===== config.mk =====
export PLATFORM = sky130hd
export DESIGN_NAME = univ_reg_cell_flat
export DESIGN_NICKNAME = d
export VERILOG_FILES = /design/src/rtl/univ_reg_cell_if.sv /design/src/rtl/univ_reg_cell.sv /design/src/flat_wrapper.sv
export SDC_FILE = /design/constraint.sdc
export NUM_CORES = 1
export LEC_CHECK = 0
export ABC_AREA = 1
export BUFFER_PORTS_ARGS = -buffer_cell sky130_fd_sc_hd__buf_2
export CAP_MARGIN = 10
export CORE_MARGIN = 2
export CORE_UTILIZATION = 45
export CTS_CLUSTER_DIAMETER = 80
export DETAILED_ROUTE_END_ITERATION = 12
export HOLD_SLACK_MARGIN = 0.03
export PLACE_DENSITY = 0.75
export SETUP_SLACK_MARGIN = 0.02
export SYNTH_ARGS = -nofsm -noshare
export SYNTH_HDL_FRONTEND = slang
export SYNTH_SLANG_ARGS = --single-unit

===== constraint.sdc =====
create_clock -name clk -period 1.6 [get_ports clk]
set_input_delay 0.08 -clock clk [delete_from_list [all_inputs] [get_ports clk]]
set_output_delay 0.08 -clock clk [all_outputs]
set_load 0.005 [all_outputs]

===== src/rtl/univ_reg_cell_if.sv =====
// Bus for the universal register cell: control and data toward the cell, and
// register state back out of it.
interface univ_reg_cell_if #(
  parameter int WIDTH = 8
);
  logic             en;
  logic [2:0]       mode;
  logic [WIDTH-1:0] d;
  logic             ser_in;
  logic [WIDTH-1:0] q;
  logic [WIDTH-1:0] notq;
  logic             ser_out;
  logic             wrap;

  modport master (
    output en, mode, d, ser_in,
    input  q, notq, ser_out, wrap
  );

  modport slave (
    input  en, mode, d, ser_in,
    output q, notq, ser_out, wrap
  );
endinterface


===== src/rtl/univ_reg_cell.sv =====
// Universal register cell: hold, load, shift, rotate and count on a WIDTH-bit
// register, with serial-out and a one-cycle wrap pulse from counting.
module univ_reg_cell #(
  parameter int               WIDTH       = 8,
  parameter logic [WIDTH-1:0] RESET_VALUE = '0
) (
  input logic            clk,
  input logic            rst_n,
  univ_reg_cell_if.slave bus
);

  typedef enum logic [2:0] {
    MODE_HOLD = 3'b000,
    MODE_LOAD = 3'b001,
    MODE_SHL  = 3'b010,
    MODE_SHR  = 3'b011,
    MODE_ROL  = 3'b100,
    MODE_ROR  = 3'b101,
    MODE_UP   = 3'b110,
    MODE_DOWN = 3'b111
  } mode_e;

  logic [WIDTH-1:0] q_q, q_d;
  logic             ser_q, ser_d;
  logic             wrap_q, wrap_d;

  logic [WIDTH-1:0] shl_w, shr_w, rol_w, ror_w;
  mode_e            mode_w;

  assign mode_w = mode_e'(bus.mode);

  // A single-bit register has no interior bits to move, so the shifted
  // forms collapse to "take ser_in" and the rotated forms to "keep q".
  generate
    if (WIDTH == 1) begin : g_w1
      assign shl_w = bus.ser_in;
      assign shr_w = bus.ser_in;
      assign rol_w = q_q;
      assign ror_w = q_q;
    end else begin : g_wn
      assign shl_w = {q_q[WIDTH-2:0], bus.ser_in};
      assign shr_w = {bus.ser_in, q_q[WIDTH-1:1]};
      assign rol_w = {q_q[WIDTH-2:0], q_q[WIDTH-1]};
      assign ror_w = {q_q[0], q_q[WIDTH-1:1]};
    end
  endgenerate

  always_comb begin
    q_d    = q_q;
    ser_d  = ser_q;
    wrap_d = 1'b0;
    if (bus.en) begin
      unique case (mode_w)
        MODE_HOLD: ;
        MODE_LOAD: q_d = bus.d;
        MODE_SHL: begin
          q_d   = shl_w;
          ser_d = q_q[WIDTH-1];
        end
        MODE_SHR: begin
          q_d   = shr_w;
          ser_d = q_q[0];
        end
        MODE_ROL: begin
          q_d   = rol_w;
          ser_d = q_q[WIDTH-1];
        end
        MODE_ROR: begin
          q_d   = ror_w;
          ser_d = q_q[0];
        end
        MODE_UP: begin
          q_d    = q_q + WIDTH'(1);
          wrap_d = &q_q;
        end
        MODE_DOWN: begin
          q_d    = q_q - WIDTH'(1);
          wrap_d = ~|q_q;
        end
        default: ;
      endcase
    end
  end

  always_ff @(posedge clk) begin
    if (!rst_n) begin
      q_q    <= RESET_VALUE;
      ser_q  <= 1'b0;
      wrap_q <= 1'b0;
    end else begin
      q_q    <= q_d;
      ser_q  <= ser_d;
      wrap_q <= wrap_d;
    end
  end

  assign bus.q       = q_q;
  assign bus.notq    = ~q_q;
  assign bus.ser_out = ser_q;
  assign bus.wrap    = wrap_q;

endmodule


===== src/flat_wrapper.sv =====
// flat-port wrapper written by rule: the top's interface ports become plain ports
module univ_reg_cell_flat 
#(
  parameter int               WIDTH       = 8,
  parameter logic [WIDTH-1:0] RESET_VALUE = '0
)
  (clk, rst_n, bus_en, bus_mode, bus_d, bus_ser_in, bus_q, bus_notq, bus_ser_out, bus_wrap);
  univ_reg_cell_if #(.WIDTH(WIDTH)) bus_i ();
  input logic clk;
  input logic rst_n;
  input wire logic [$bits(bus_i.en)-1:0] bus_en;
  input wire logic [$bits(bus_i.mode)-1:0] bus_mode;
  input wire logic [$bits(bus_i.d)-1:0] bus_d;
  input wire logic [$bits(bus_i.ser_in)-1:0] bus_ser_in;
  output wire logic [$bits(bus_i.q)-1:0] bus_q;
  output wire logic [$bits(bus_i.notq)-1:0] bus_notq;
  output wire logic [$bits(bus_i.ser_out)-1:0] bus_ser_out;
  output wire logic [$bits(bus_i.wrap)-1:0] bus_wrap;
  assign bus_i.en = bus_en;
  assign bus_i.mode = bus_mode;
  assign bus_i.d = bus_d;
  assign bus_i.ser_in = bus_ser_in;
  assign bus_q = bus_i.q;
  assign bus_notq = bus_i.notq;
  assign bus_ser_out = bus_i.ser_out;
  assign bus_wrap = bus_i.wrap;
  univ_reg_cell #(.WIDTH(WIDTH), .RESET_VALUE(RESET_VALUE)) u_core (.clk(clk), .rst_n(rst_n), .bus(bus_i));
endmodule

==> qor.csv <==
stage,metric,value,unit
outcome,status,"complete, no violations",
sta,Max-slew headroom,66.86,%
clocking,Worst-path clk slew,0.07,ns
power,combinational share of power,40.3,%
layout,area delta synth->final,34.06,%
die,die span in x,51.81,µm
die,core area,0.002191,mm²
synth,"area leader, netlist",dfxtp_1,
synth,Post-Synth XOR/XNOR Area,0,%
sta,final slew viol count,0,
synth,Ys Warns,0,
setup_path,Worst EP arrival,1.80,ns
global_route,initial antenna violation count,0,
sta,fmax,0.6283,GHz
power,P_sw,0.0003091,W
power,Max IR drop VDD,384.8,µV
setup_path,CP max FO,4,
setup_path,RR Endpoint,u_core.bus.q[4],
sta,min cycle time layout,1.591,ns
synth,Synth top cells by count,"nand2_1 (53), inv_1 (25), nand3_1 (19)",
clocking,sinks on the clock net,10,
die,DIE AREA,0.002684,mm²
synth,Post-synth top flop,dfxtp_1,
die,num rows,17,
global_route,largest net degree at the start of global routing,12,
synth,Synth Net Count,193,
sta,Slew @ Worst Pin,0.4938,ns
sta,fin worst setup slack,0.008503,ns
global_route,GRT Residual Overflow,0,
synth,main combinational cell family by area after synthesis,simple AND/OR/NAND/NOR gates,
layout,area of the multi-input gates,735.7,µm²
place,Setup Slack @ Placement,-0.01117,ns
synth,Seq cells post-synth,10,
clocking,TritonCTS clock tree,done,
synth,"top cells by area, synth","dfxtp_1 (19%), nand2_1 (19%), nand3_1 (9.2%)",
die,die height,51.81,µm
global_route,vias in the first global route,1226,
power,Total Power,0.0007977,W
power,Seq pwr share,36.9,%
synth,Post-Synth Adder-Cell Area,1.217,%
die,io pins,33,
route,DR vias,1326,
route,routed wire length per instance,12.90,µm
clocking,worst skew pair latency,0.27,ns
power,sw frac,38.75,%
setup_path,Worst setup SP type,register,
route,TritonRoute pass-1 iters,4,
flow_run,MaxCap Viol Count,0,
synth,Synth Instances,177,
sta,Final Skew,0.007255,ns
layout,fin util,62.94,%
layout,# fillers,202,
setup_path,CP Launch Point,u_core.bus.q[1],
synth,Netlist cell types,33,
sta,Min Hold Slack,0.08184,ns
worst_hold_path,hold depth,3,
global_route,GRT Util Overall,25.44,%
setup_path,Critical R2R Launch,u_core.bus.q[1],
synth,Post-Synth Simple-Gate Area,42.70,%
setup_path,flop2flop setup slack,0.009,ns
sta,ratio of final minimum period to clock period,99.47,%
synth,post-synthesis mux area share,0,%
place,I/O Buffers,32,
sta,RSZ-0062 raised after global routing,true,
synth,post-synthesis compound-gate area fraction,22.99,%
sta,count of final setup violators,0,
synth,Post-synth EDFFs,0,
synth,Post-Syn Area,0.001028,mm²
power,Internal,0.0004886,W
clocking,hold-fix buffers at CTS,0,
synth,"count leader, synth",nand2_1,
clocking,clk root buf,clkbuf_4,
route,initial detailed-routing violation count,57,
power,clock power share,22.7,%
route,post-route antenna net violation count,0,
route,drt drc,0,
layout,Register Area,206.4,µm²
die,Initial Util,46.94,%
setup_path,Crit. End Element,register,
setup_path,worst path required time,1.81,ns
route,vias per inst,5.347,
setup_path,Reg2Reg Depth,13,
synth,"FFs w/ async S/R, synth",0,%
clocking,Num CTS Buffers,3,
synth,"Seq/Total Area, Yosys",19.46,%
sta,setup TNS,0,ns
worst_hold_path,hold crit path type,primary input to register,
setup_path,Worst setup endpoint,u_core.bus.q[4],
layout,diode count,0,
place,HPWL after detailed placement,2451,µm
sta,Final Hold Viols,0,
place,Routability Congestion,0.9421,
synth,post-synth top area share,19.46,%
route,final WL,3200,µm
layout,share of post-route cells with drive strength above 1,34.09,%
clocking,H-tree levels,1,
power,P_leak,0.6844,nW
clocking,CTS max path bufs,2,
global_route,first-pass GRT wire length,5257,µm
setup_path,CP Class,register to register,
synth,synthesized area per cell,5.811,µm²
power,Pwr Density,578.6,mW/mm²
layout,nets,238,
[power by group through the flow]
stage	registers (W)	logic (W)	clock network, W
2_1_floorplan	0.000293	0.000182	0
3_3_place_gp	0.000297	0.000290	0
3_5_place_dp	0.000297	0.000296	0
4_1_cts	0.000292	0.000299	0.000176
5_1_grt	0.000298	0.000357	0.000190
6_report	0.000295	0.000322	0.000181
[cells by family after synthesis]
logic type | count (synthesis)
DFF | 10
buffers and inverters | 34
adders and majority gates | 1
and+or+nand+nor | 94
AOI/OAI and AO/OA | 38
[final cells by class]
class                           count  share of cell area, %
Timing Repair Buffer               45                  19.60
Tap cell                           28                  2.541
Sequential cell                    10                  14.97
Clock buffer                        3                  1.633
Multi-Input combinational cell    133                  53.36
Inverter                           29                  7.895
[layer usage]
| layer | routed length (µm) | vias up | global-route usage, % |
|---|---|---|---|
| li1 | - | 676 | - |
| met1 | 1459 | 601 | 34.05 |
| met2 | 1540 | 45 | 42.52 |
| met3 | 175 | 4 | 3.161 |
| met4 | 25 | 0 | 7.895 |
| met5 | 0 | - | 0 |
[timing repair]
item                       4_1_cts  5_1_grt
setup endpoints to repair        3        5
gates resized for setup          2       14
buffers inserted                 0        1
hold endpoints to repair         0        0
pin swaps                        1        5
[layout by cell type (no fill, tap or decap), drive strengths merged, types with 2 or more instances in the layout]
master	n
or2	3
a221oi	4
nand4	3
nor2	5
o211ai	4
clkbuf	3
a31oi	3
dfxtp	10
nand2	59
a21oi	14
o21ai	8
o22ai	2
nand3	20
buf	45
inv	28
[flip-flops by register name, indices dropped and copies added (netlist names)]
name                flops
u_core.bus.q            8
u_core.bus.ser_out      1
u_core.bus.wrap         1
[critical path, stage by stage, from the launching register on]
cell and delay [ns]:
dfxtp_4 0.36, nand4_1 0.11, nand2_1 0.11, inv_2 0.05, ha_4 0.16, a21oi_4 0.14, nor2_4 0.06, nand2_2 0.07
nand2_1 0.04, nand2_1 0.06, nand3_1 0.07, nand2_1 0.09, nand3_2 0.07, a21oi_2 0.13
[through the flow]
stage                     std cells  cell area, µm²
after floorplan                 177            1028
after detailed placement        244            1295
after global placement          244            1295
final                           248            1379
after CTS                       247            1323
after global routing            248            1379
[how the worst min path moves through the flow]
stage,from,endpoint,slack [ns]
6_report,bus_d[1],u_core.bus.q[1],0.08
3_3_place_gp,rst_n,u_core.bus.q[2],0.35
3_5_place_dp,rst_n,u_core.bus.q[2],0.37
4_1_cts,bus_d[1],u_core.bus.q[1],0.08
2_1_floorplan,rst_n,u_core.bus.q[1],0.22
5_1_grt,rst_n,u_core.bus.ser_out,0.1
Note: power is estimated with default switching activity, not from simulation.
